--- src/rtl/jtopl_reg_dec_if.sv ---
// rtl/jtopl_reg_dec_if.sv - CPU write bus interface for the OPL register decoder
//
// Purpose: bundles the CPU-side write port signals.
// Signals:
//   cs_n  chip select, active low
//   wr_n  write strobe, active low
//   addr  0 = address port, 1 = data port
//   din   8-bit CPU data
// Modports: master drives the bus (CPU / testbench), slave samples it (decoder).

interface jtopl_reg_dec_if;
    logic       cs_n;
    logic       wr_n;
    logic       addr;
    logic [7:0] din;

    modport master (output cs_n, output wr_n, output addr, output din);
    modport slave  (input  cs_n, input  wr_n, input  addr, input  din);
endinterface

--- src/rtl/jtopl_reg_dec.sv ---
// rtl/jtopl_reg_dec.sv - OPL operator register write decoder and slot counter
//
// Purpose: latches CPU address/data writes, decodes operator register groups
// 0x20/0x40/0x60/0x80 plus slot offset, and runs one full slot rotation
// during which the group update level, the data byte and the per-stage
// slot-match strobes are presented to the operator shift register. Also owns
// the free-running slot counter that defines operator alignment.
//
// Optional build macro: JTOPL_WRQUEUE_EN adds a one-entry queue for valid
// data writes that arrive while a pass is pending or running.
//
// Ports:
//   clk           system clock
//   rst           synchronous active-high reset
//   cen           slot clock enable (one slot advance per cen-high clk)
//   bus           CPU write bus (cs_n, wr_n, addr, din), slave side
//   dout          latched data byte
//   slot          current slot counter, 0..SLOTS-1
//   busy          update pass pending or in progress
//   wr_drop       one-clk pulse when a data write is discarded
//   up_mult       group 0x20 pass active
//   up_ksl_tl     group 0x40 pass active
//   up_ar_dr      group 0x60 pass active
//   up_sl_rr      group 0x80 pass active
//   update_op_I   target slot aligned at stage I
//   update_op_II  target slot aligned at stage II
//   update_op_IV  target slot aligned at stage IV

module jtopl_reg_dec #(
    parameter int SLOTS  = 18,
    parameter int OFF_II = 1,
    parameter int OFF_IV = 3
) (
    input  logic                clk,
    input  logic                rst,
    input  logic                cen,
    jtopl_reg_dec_if.slave      bus,
    output logic [7:0]          dout,
    output logic [4:0]          slot,
    output logic                busy,
    output logic                wr_drop,
    output logic                up_mult,
    output logic                up_ksl_tl,
    output logic                up_ar_dr,
    output logic                up_sl_rr,
    output logic                update_op_I,
    output logic                update_op_II,
    output logic                update_op_IV
);

    localparam logic [4:0] LP_LAST   = 5'(SLOTS - 1);
    localparam logic [5:0] LP_SLOTS6 = 6'(SLOTS);

    typedef enum logic [1:0] {
        S_IDLE,
        S_ARM,
        S_PASS
    } state_t;

    state_t     r_state;
    state_t     w_state_nxt;

    logic       r_wr_prev;
    logic [7:0] r_addr;
    logic [7:0] r_dout;
    logic [4:0] r_slot;
    logic [4:0] r_pass_cnt;
    logic [1:0] r_grp;
    logic [4:0] r_target;
    logic       r_wr_drop;

`ifdef JTOPL_WRQUEUE_EN
    logic       r_q_valid;
    logic [1:0] r_q_grp;
    logic [4:0] r_q_target;
    logic [7:0] r_q_data;
    logic       w_push;
`endif

    logic       w_wr_lvl;
    logic       w_wr_evt;
    logic       w_addr_wr;
    logic       w_data_ok;
    logic [2:0] w_grp_raw;
    logic [1:0] w_g;
    logic [2:0] w_i;
    logic [4:0] w_target;
    logic [1:0] w_grp_idx;
    logic       w_last;
    logic       w_accept;
    logic       w_q_pop;
    logic       w_drop;
    logic       w_load;
    logic [7:0] w_ld_data;
    logic [1:0] w_ld_grp;
    logic [4:0] w_ld_target;
    logic       w_in_pass;
    logic [5:0] w_sum_ii;
    logic [5:0] w_sum_iv;
    logic [4:0] w_tgt_ii;
    logic [4:0] w_tgt_iv;

    // Write event is the first clk of a cs_n/wr_n low window, so a strobe
    // held low for several clks is still a single write.
    assign w_wr_lvl  = !bus.cs_n && !bus.wr_n;
    assign w_wr_evt  = w_wr_lvl && !r_wr_prev;
    assign w_addr_wr = w_wr_evt && !bus.addr;

    // Address decode from the latched address byte.
    assign w_grp_raw = r_addr[7:5];
    assign w_g       = r_addr[4:3];
    assign w_i       = r_addr[2:0];
    assign w_target  = ({3'b000, w_g} * 5'd6) + {2'b00, w_i};
    assign w_grp_idx = 2'(w_grp_raw - 3'd1);
    assign w_data_ok = w_wr_evt && bus.addr
                       && (w_grp_raw >= 3'd1) && (w_grp_raw <= 3'd4)
                       && (w_g <= 2'd2) && (w_i <= 3'd5);

    assign w_last = (r_state == S_PASS) && cen && (r_pass_cnt == LP_LAST);

    always_comb begin
        w_accept    = 1'b0;
        w_q_pop     = 1'b0;
        w_drop      = 1'b0;
        w_ld_data   = bus.din;
        w_ld_grp    = w_grp_idx;
        w_ld_target = w_target;
`ifdef JTOPL_WRQUEUE_EN
        w_push = 1'b0;
        // The queue drains either at pass exit or, if a write landed in the
        // exit clk itself, on the following IDLE clk.
        w_q_pop  = r_q_valid && (w_last || (r_state == S_IDLE));
        w_accept = w_data_ok && (r_state == S_IDLE) && !r_q_valid;
        w_push   = w_data_ok && !w_accept && !r_q_valid;
        w_drop   = w_data_ok && !w_accept && r_q_valid;
        if (w_q_pop) begin
            w_ld_data   = r_q_data;
            w_ld_grp    = r_q_grp;
            w_ld_target = r_q_target;
        end
`else
        w_accept = w_data_ok && (r_state == S_IDLE);
        w_drop   = w_data_ok && !w_accept;
`endif
    end

    assign w_load = w_accept || w_q_pop;

    // Next-state logic.
    always_comb begin
        w_state_nxt = r_state;
        case (r_state)
            S_IDLE: if (w_load) w_state_nxt = S_ARM;
            S_ARM:  if (cen)    w_state_nxt = S_PASS;
            S_PASS: if (w_last) w_state_nxt = w_q_pop ? S_ARM : S_IDLE;
            default:            w_state_nxt = S_IDLE;
        endcase
    end

    always_ff @(posedge clk) begin
        if (rst) r_state <= S_IDLE;
        else     r_state <= w_state_nxt;
    end

    always_ff @(posedge clk) begin
        if (rst) begin
            r_wr_prev  <= 1'b0;
            r_addr     <= 8'd0;
            r_dout     <= 8'd0;
            r_slot     <= 5'd0;
            r_pass_cnt <= 5'd0;
            r_grp      <= 2'd0;
            r_target   <= 5'd0;
            r_wr_drop  <= 1'b0;
        end else begin
            r_wr_prev <= w_wr_lvl;
            r_wr_drop <= w_drop;
            if (cen) r_slot <= (r_slot == LP_LAST) ? 5'd0 : r_slot + 5'd1;
            if (w_addr_wr) r_addr <= bus.din;
            if (w_load) begin
                r_dout   <= w_ld_data;
                r_grp    <= w_ld_grp;
                r_target <= w_ld_target;
            end
            if (r_state == S_ARM && cen)       r_pass_cnt <= 5'd0;
            else if (r_state == S_PASS && cen) r_pass_cnt <= r_pass_cnt + 5'd1;
        end
    end

`ifdef JTOPL_WRQUEUE_EN
    always_ff @(posedge clk) begin
        if (rst) begin
            r_q_valid  <= 1'b0;
            r_q_grp    <= 2'd0;
            r_q_target <= 5'd0;
            r_q_data   <= 8'd0;
        end else if (w_push) begin
            r_q_valid  <= 1'b1;
            r_q_grp    <= w_grp_idx;
            r_q_target <= w_target;
            r_q_data   <= bus.din;
        end else if (w_q_pop) begin
            r_q_valid  <= 1'b0;
        end
    end
`endif

    // Stage offsets wrap around the rotation.
    assign w_sum_ii = {1'b0, r_target} + 6'(OFF_II);
    assign w_sum_iv = {1'b0, r_target} + 6'(OFF_IV);
    assign w_tgt_ii = (w_sum_ii >= LP_SLOTS6) ? 5'(w_sum_ii - LP_SLOTS6) : w_sum_ii[4:0];
    assign w_tgt_iv = (w_sum_iv >= LP_SLOTS6) ? 5'(w_sum_iv - LP_SLOTS6) : w_sum_iv[4:0];

    assign w_in_pass = (r_state == S_PASS);

    assign dout         = r_dout;
    assign slot         = r_slot;
    assign wr_drop      = r_wr_drop;
    assign up_mult      = w_in_pass && (r_grp == 2'd0);
    assign up_ksl_tl    = w_in_pass && (r_grp == 2'd1);
    assign up_ar_dr     = w_in_pass && (r_grp == 2'd2);
    assign up_sl_rr     = w_in_pass && (r_grp == 2'd3);
    assign update_op_I  = w_in_pass && (r_slot == r_target);
    assign update_op_II = w_in_pass && (r_slot == w_tgt_ii);
    assign update_op_IV = w_in_pass && (r_slot == w_tgt_iv);

`ifdef JTOPL_WRQUEUE_EN
    assign busy = (r_state != S_IDLE) || r_q_valid;
`else
    assign busy = (r_state != S_IDLE);
`endif

endmodule
--- src/flat_wrapper.sv ---
// flat-port wrapper written by rule: the top's interface ports become plain ports
module jtopl_reg_dec_flat 
#(
    parameter int SLOTS  = 18,
    parameter int OFF_II = 1,
    parameter int OFF_IV = 3
)
  (clk, rst, cen, dout, slot, busy, wr_drop, up_mult, up_ksl_tl, up_ar_dr, up_sl_rr, update_op_I, update_op_II, update_op_IV, bus_cs_n, bus_wr_n, bus_addr, bus_din);
  jtopl_reg_dec_if bus_i ();
  input  logic clk;
  input  logic rst;
  input  logic cen;
  output logic [7:0] dout;
  output logic [4:0] slot;
  output logic busy;
  output logic wr_drop;
  output logic up_mult;
  output logic up_ksl_tl;
  output logic up_ar_dr;
  output logic up_sl_rr;
  output logic update_op_I;
  output logic update_op_II;
  output logic update_op_IV;
  input wire logic [$bits(bus_i.cs_n)-1:0] bus_cs_n;
  input wire logic [$bits(bus_i.wr_n)-1:0] bus_wr_n;
  input wire logic [$bits(bus_i.addr)-1:0] bus_addr;
  input wire logic [$bits(bus_i.din)-1:0] bus_din;
  assign bus_i.cs_n = bus_cs_n;
  assign bus_i.wr_n = bus_wr_n;
  assign bus_i.addr = bus_addr;
  assign bus_i.din = bus_din;
  jtopl_reg_dec #(.SLOTS(SLOTS), .OFF_II(OFF_II), .OFF_IV(OFF_IV)) u_core (.clk(clk), .rst(rst), .cen(cen), .bus(bus_i), .dout(dout), .slot(slot), .busy(busy), .wr_drop(wr_drop), .up_mult(up_mult), .up_ksl_tl(up_ksl_tl), .up_ar_dr(up_ar_dr), .up_sl_rr(up_sl_rr), .update_op_I(update_op_I), .update_op_II(update_op_II), .update_op_IV(update_op_IV));
endmodule
--- config.mk ---
export PLATFORM = sky130hd
export DESIGN_NAME = jtopl_reg_dec_flat
export DESIGN_NICKNAME = d
export VERILOG_FILES = /design/src/rtl/jtopl_reg_dec_if.sv /design/src/rtl/jtopl_reg_dec.sv /design/src/flat_wrapper.sv
export SDC_FILE = /design/constraint.sdc
export NUM_CORES = 1
export LEC_CHECK = 0
export ABC_AREA = 1
export CORE_UTILIZATION = 50
export DETAILED_ROUTE_END_ITERATION = 8
export PLACE_DENSITY = 0.87
export SYNTH_ARGS = -nofsm -noshare
export SYNTH_HDL_FRONTEND = slang
export SYNTH_SLANG_ARGS = --single-unit
--- constraint.sdc ---
create_clock -name clk -period 2.53 [get_ports clk]
set_clock_uncertainty 0.1 [all_clocks]
set_input_delay 0.6325 -clock clk [delete_from_list [all_inputs] [get_ports clk]]
set_output_delay 0.6325 -clock clk [all_outputs]
set_load 0.01 [all_outputs]
==> metrics, run 1 <==
first-pass GRT wire length 9070 um; Synth top cells by count nand2_1 (50), inv_1 (47), dfxtp_1 (37); CTS Hold Bufs 0; Die W 69.2 um; die area 4780 sq um; post-synthesis cell count 313; all-layer global routing usage 23.1%; fin worst setup slack -0.157 ns; Reg2Reg Setup Slack 0.66 ns; Buffers on Ports 35; fmax 372 MHz; CTS root buf clkbuf_8; period utilization 106%; CTS tree done; Post-Layout Cell Count 431; Setup TNS -0.287 ns; unrepaired setup endpoints after global routing yes; Synth Register Bits 37; CTS Buf Count 5; CTS max path bufs 2; Most used DFF post-synth dfxtp_1; Crit path max-delay family simple AND/OR/NAND/NOR gates; syn_area_per_cell 7.21 sq um; Fill cells 334; Syn-to-layout area delta 37.2%; Initial Util 51.8%; crit-path max FO 4; TritonRoute pass-1 iters 4; via/cell ratio 5.25; Placed Cells 422; wire per inst 12.8 um; register area share after synthesis 32.8%; vias in the first global route 2196; nets@finish 410; RD Place Congestion 0.940; clock latency on the worst-skew pair 0.29 ns; maxcap violations 0; Post-CTS Setup Inserts 0; Initial DRC Count 103; Post-Place Worst Slack -0.332 ns; R2R Path Start u_core.r_addr[3]$_SDFFE_PP0P_; count leader, synth nand2_1; hpwl dp 4000 um; Pins Over Slew Limit 0; clock sinks 37; Synth top area share 32.8%; hold path start u_core.dout[2]$_SDFFE_PP0P_; Critical Path Slowest Stage Cell dfxtp_4; # rows 24; antenna violations before repair 0; WS Path Type reg2out; Min-Delay Path Class reg2reg; largest net degree at the start of global routing 20; leakage power 1.40 nW; Async SR Flop Fraction 0%; status finished, violations left; CP Capture Type primary output; power density over the cells 412 nW/um^2; Core Region 4350 sq um; CP cell instances inv_4 > ha_4 > inv_4 > nand2_2 > nand2_2 > nor2_4 > nand4_1 > nand2_2 > nand2_2 > nand2_1 > nand2_1 > nand2_1 > nand3_1 > nor2_1 > buf_2; ant diodes 0; failing checks setup timing; top-level I/O count 36; # DRC 0; area leader, netlist dfxtp_1; slowest stage delay, CP 0.37 ns; detailed-route via count 2262; antenna viol nets, final 0; synth top area cells dfxtp_1 (33%), ha_1 (9.4%), nand2_1 (8.3%), inv_1 (7.8%), a21oi_1 (7.3%); Final Critical Period 2.69 ns; gr ovfl total 0; final hold slack 0.341 ns; count of different cell masters after synthesis 35; Die H 69.2 um; Critical Path RT 1.80 ns; Netlist Area Pre-Place 2260 sq um; Core Util, Final 71.1%; Final Hold Viols 0; CP Launch Type flip-flop; htree depth 2; worst slew pin tran 0.448 ns; Worst setup startpoint u_core.r_target[1]$_SDFFE_PP0P_; CTS clk-pin slew, worst paths 0.07 ns; Worst EP arrival 1.95 ns; syn nets 345; Routed WL 5540 um; Post-synth EDFFs 0; Final setup viols 2; peak supply drop 0.384 mV; YS warnings 0; most frequent CP cell nand2_2; fraction of layout cells with a size suffix above 1 22.4%; Buf/Inv on CP 3; Slew headroom 70.0%
path summary, 6_finish.rpt:
kind                                          end  depth (start not counted)
hold / removal        u_core.dout[2]$_SDFFE_PP0P_                          2
hold reg to reg       u_core.dout[2]$_SDFFE_PP0P_                          2
setup reg to reg  u_core.r_target[3]$_SDFFE_PP0P_                          7
setup / recovery                     update_op_IV                         15
metrics by stage:
step           power (mW)  instance area [sq um]
2_1_floorplan       0.728                   2260
3_3_place_gp        0.805                   2860
3_5_place_dp        0.813                   2860
4_1_cts              1.27                   3000
5_1_grt              1.33                   3090
6_report             1.28                   3090
area by class of cell:
class                   instances  area [sq um]  area share [%]
multi-input cells             219          1410            45.7
flip-flops and latches         37           749            24.2
repair buffers                 67           576            18.6
inverters                      48           190            6.15
clock buffers                   7          96.3            3.11
well taps                      52          65.1            2.10
clock inverters                 1          5.00           0.162
state kept, by name, summed over array words and instances (netlist names):
signal / cells
u_core.r_addr: 8
u_core.slot: 5
u_core.r_wr_prev: 1
u_core.r_state: 2
u_core.r_grp: 2
u_core.dout: 8
u_core.r_pass_cnt: 5
u_core.wr_drop: 1
u_core.r_target: 5
layout by cell type, fill, tap and decap left out, drive strengths merged:
cell / n
a211oi: 1
a21oi: 33
and3: 2
buf: 34
clkbuf: 7
clkdlybuf4s15: 1
clkdlybuf4s50: 28
clkinv: 1
dfxtp: 37
dlygate4sd2: 4
fa: 1
ha: 17
inv: 48
nand2: 58
nand3: 22
nand3b: 1
nand4: 3
nor2: 21
nor3: 12
nor4: 2
o211ai: 1
o21ai: 28
o21bai: 1
o22ai: 1
o31ai: 1
xnor2: 4
xor2: 10
worst register-to-register path, delay by kind of cell, from the launching register on:
kind	cells	cell delay [ns]
xor gates and xnor gates	1	0.17
AOI/OAI and AO/OA	2	0.25
adders and majority gates	2	0.69
DFF	1	0.41
buffers and inverters	2	0.15
repair_timing:
| item | 4_1_cts | 5_1_grt |
|---|---|---|
| setup endpoints to repair | 7 | 3 |
| hold endpoints to repair | 0 | 0 |
| pin swaps | 4 | 16 |
| gates cloned | 0 | 1 |
| gates resized for setup | 27 | 27 |
where the power goes:
group	switching [mW]	internal (mW)	leakage, nW
logic	0.109	0.0987	1.04
clock network	0.209	0.246	0.0542
registers	0.0157	0.597	0.302
total	0.334	0.942	1.40
layer usage:
metal | up-vias | wire [um] | global-route usage [%]
li1 | 1147 | - | -
met1 | 1040 | 2260 | 25.5
met2 | 60 | 2880 | 42.2
met3 | 15 | 231 | 4.80
met4 | 0 | 159 | 10.7
met5 | - | 0 | 0
logic make-up after synthesis:
logic type      Yosys count  synth area share, %
xor+xnor                 14                 5.44
simple gates            120                 26.1
fa+ha+maj                18                 10.3
compound gates           66                 15.1
flops                    37                 32.8
buf+inv                  58                 10.2
No activity file was read; power rests on OpenSTA's default activity.
==> run 2, diff against run 1 <==
--- a/config.mk
+++ b/config.mk
@@ -9,6 +9,7 @@
 export CORE_UTILIZATION = 50
 export DETAILED_ROUTE_END_ITERATION = 8
 export PLACE_DENSITY = 0.87
+export SKIP_CTS_REPAIR_TIMING = 1
 export SYNTH_ARGS = -nofsm -noshare
 export SYNTH_HDL_FRONTEND = slang
 export SYNTH_SLANG_ARGS = --single-unit
==> run 2 against run 1 <==
Design area down 1.7%. Total power down 0.73%. Critical path depth down 2. Highest routed layer unchanged. First-iteration DRC count up 0.97%. Critical path type unchanged. The run still ends with setup timing left.
==> metrics, run 2 (same netlist as run 1, synthesis figures left out) <==
CTS Buf Count 5; fraction of layout cells with a size suffix above 1 19.0%; Slew headroom 72.6%; Post-Place Worst Slack -0.332 ns; fmax 372 MHz; Routed WL 5360 um; RD Place Congestion 0.940; gr ovfl total 0; die area 4780 sq um; Initial Util 51.8%; Final Critical Period 2.69 ns; Placed Cells 422; most frequent cells in the layout nand2_1 (48), inv_1 (45), dfxtp_1 (35); # rows 24; TritonRoute pass-1 iters 4; antenna viol nets, final 0; hpwl dp 4000 um; Die H 69.2 um; Cell Int Power 939 uW; Final setup viols 2; via/cell ratio 5.16; PnR Total Power 1.27 mW; detailed-route via count 2224; failing checks setup timing; top-level I/O count 36; leakage power 1.47 nW; CP Capture Type primary output; htree depth 2; Initial DRC Count 104; peak supply drop 0.382 mV; Reg power frac 48.4%; Die W 69.2 um; Pins Over Slew Limit 0; Worst EP arrival 1.96 ns; fin worst setup slack -0.158 ns; Core Util, Final 69.9%; CTS max path bufs 2; largest net degree at the start of global routing 20; Critical Path RT 1.80 ns; final hold slack 0.341 ns; Syn-to-layout area delta 34.8%; WS Path Type reg2out; power density over the cells 416 nW/um^2; Switch Pwr 328 uW; clock share of power 36.1%; Core Region 4350 sq um; clock sinks 37; CTS clk-pin slew, worst paths 0.07 ns; status finished, violations left; Final Hold Viols 0; # DRC 0; period utilization 106%; vias in the first global route 2167; all-layer global routing usage 22.5%; crit-path max FO 4; Area after DPL 2860 sq um; part of the power in combinational logic 15.5%; worst slew pin tran 0.409 ns; most common cell after layout, fill and taps aside nand2_1; antenna violations before repair 0; Post-Layout Cell Count 431; Min-Delay Path Class reg2reg; unrepaired setup endpoints after global routing yes; Finished Cell Area 3040 sq um; maxcap violations 0; Setup TNS -0.306 ns; clock latency on the worst-skew pair 0.30 ns; nets@finish 410; first-pass GRT wire length 8870 um; CP Launch Type flip-flop; CTS root buf clkbuf_8; CTS tree done; wire per inst 12.4 um; Buffers on Ports 35; ant diodes 0; switch share 25.9%; footprint of the multi-input gates 1360 sq um; Seq. cell area 746 sq um; Fill cells 342
-- run 2: cell types whose count changed in the layout (fill, tap and decap cells not counted), sizes merged --
cell,change
clkdlybuf4s15,-1
dlygate4sd2,-4
dlymetal6s2s,+5
-- run 2: path summary, 6_finish.rpt --
| check | from | endpoint | slack (ns) | cells past startpoint |
|---|---|---|---|---|
| max | u_core.r_target[0]$_SDFFE_PP0P_ | update_op_II | -0.16 | 13 |
| min | u_core.dout[2]$_SDFFE_PP0P_ | u_core.dout[2]$_SDFFE_PP0P_ | 0.34 | 2 |
| min reg2reg | u_core.dout[2]$_SDFFE_PP0P_ | u_core.dout[2]$_SDFFE_PP0P_ | 0.34 | 2 |
| max reg2reg | u_core.r_addr[3]$_SDFFE_PP0P_ | u_core.r_target[3]$_SDFFE_PP0P_ | 0.65 | 7 |
-- run 2: power by group through the flow --
stage,Clock [mW],Sequential [mW],Combinational [mW]
global placement,0,0.625,0.180
finish,0.457,0.613,0.197
detailed placement,0,0.626,0.187
floorplan,0,0.628,0.100
global route,0.482,0.615,0.220
CTS,0.466,0.612,0.188
-- run 2: cell type report --
type | count | share of cell area, %
inverter | 48 | 5.92
multi-input combinational | 219 | 44.6
timing repair buffer | 67 | 19.5
sequential | 37 | 24.5
tap | 52 | 2.14
clock inverter | 1 | 0.165
clock buffer | 7 | 3.17
-- run 2: layer usage --
metal / vias to the layer above / wire (um) / GRT usage, %
met2: 46 / 2840 / 40.2
met4: 0 / 109 / 10.9
met5: - / 0 / 0
met1: 1022 / 2200 / 25.1
li1: 1145 / - / -
met3: 11 / 214 / 4.94
-- run 2: critical path, stage by stage (launching register included) --
cell and delay, ns:
dfxtp_4 0.37, ha_2 0.18, nand2_1 0.06, inv_2 0.06
nand2_1 0.11, xor2_2 0.21, nand2_4 0.10, nand2_4 0.07
nand2_2 0.07, nand2_2 0.05, nor2_2 0.09, nand3_2 0.06
nor2_1 0.07, buf_2 0.13
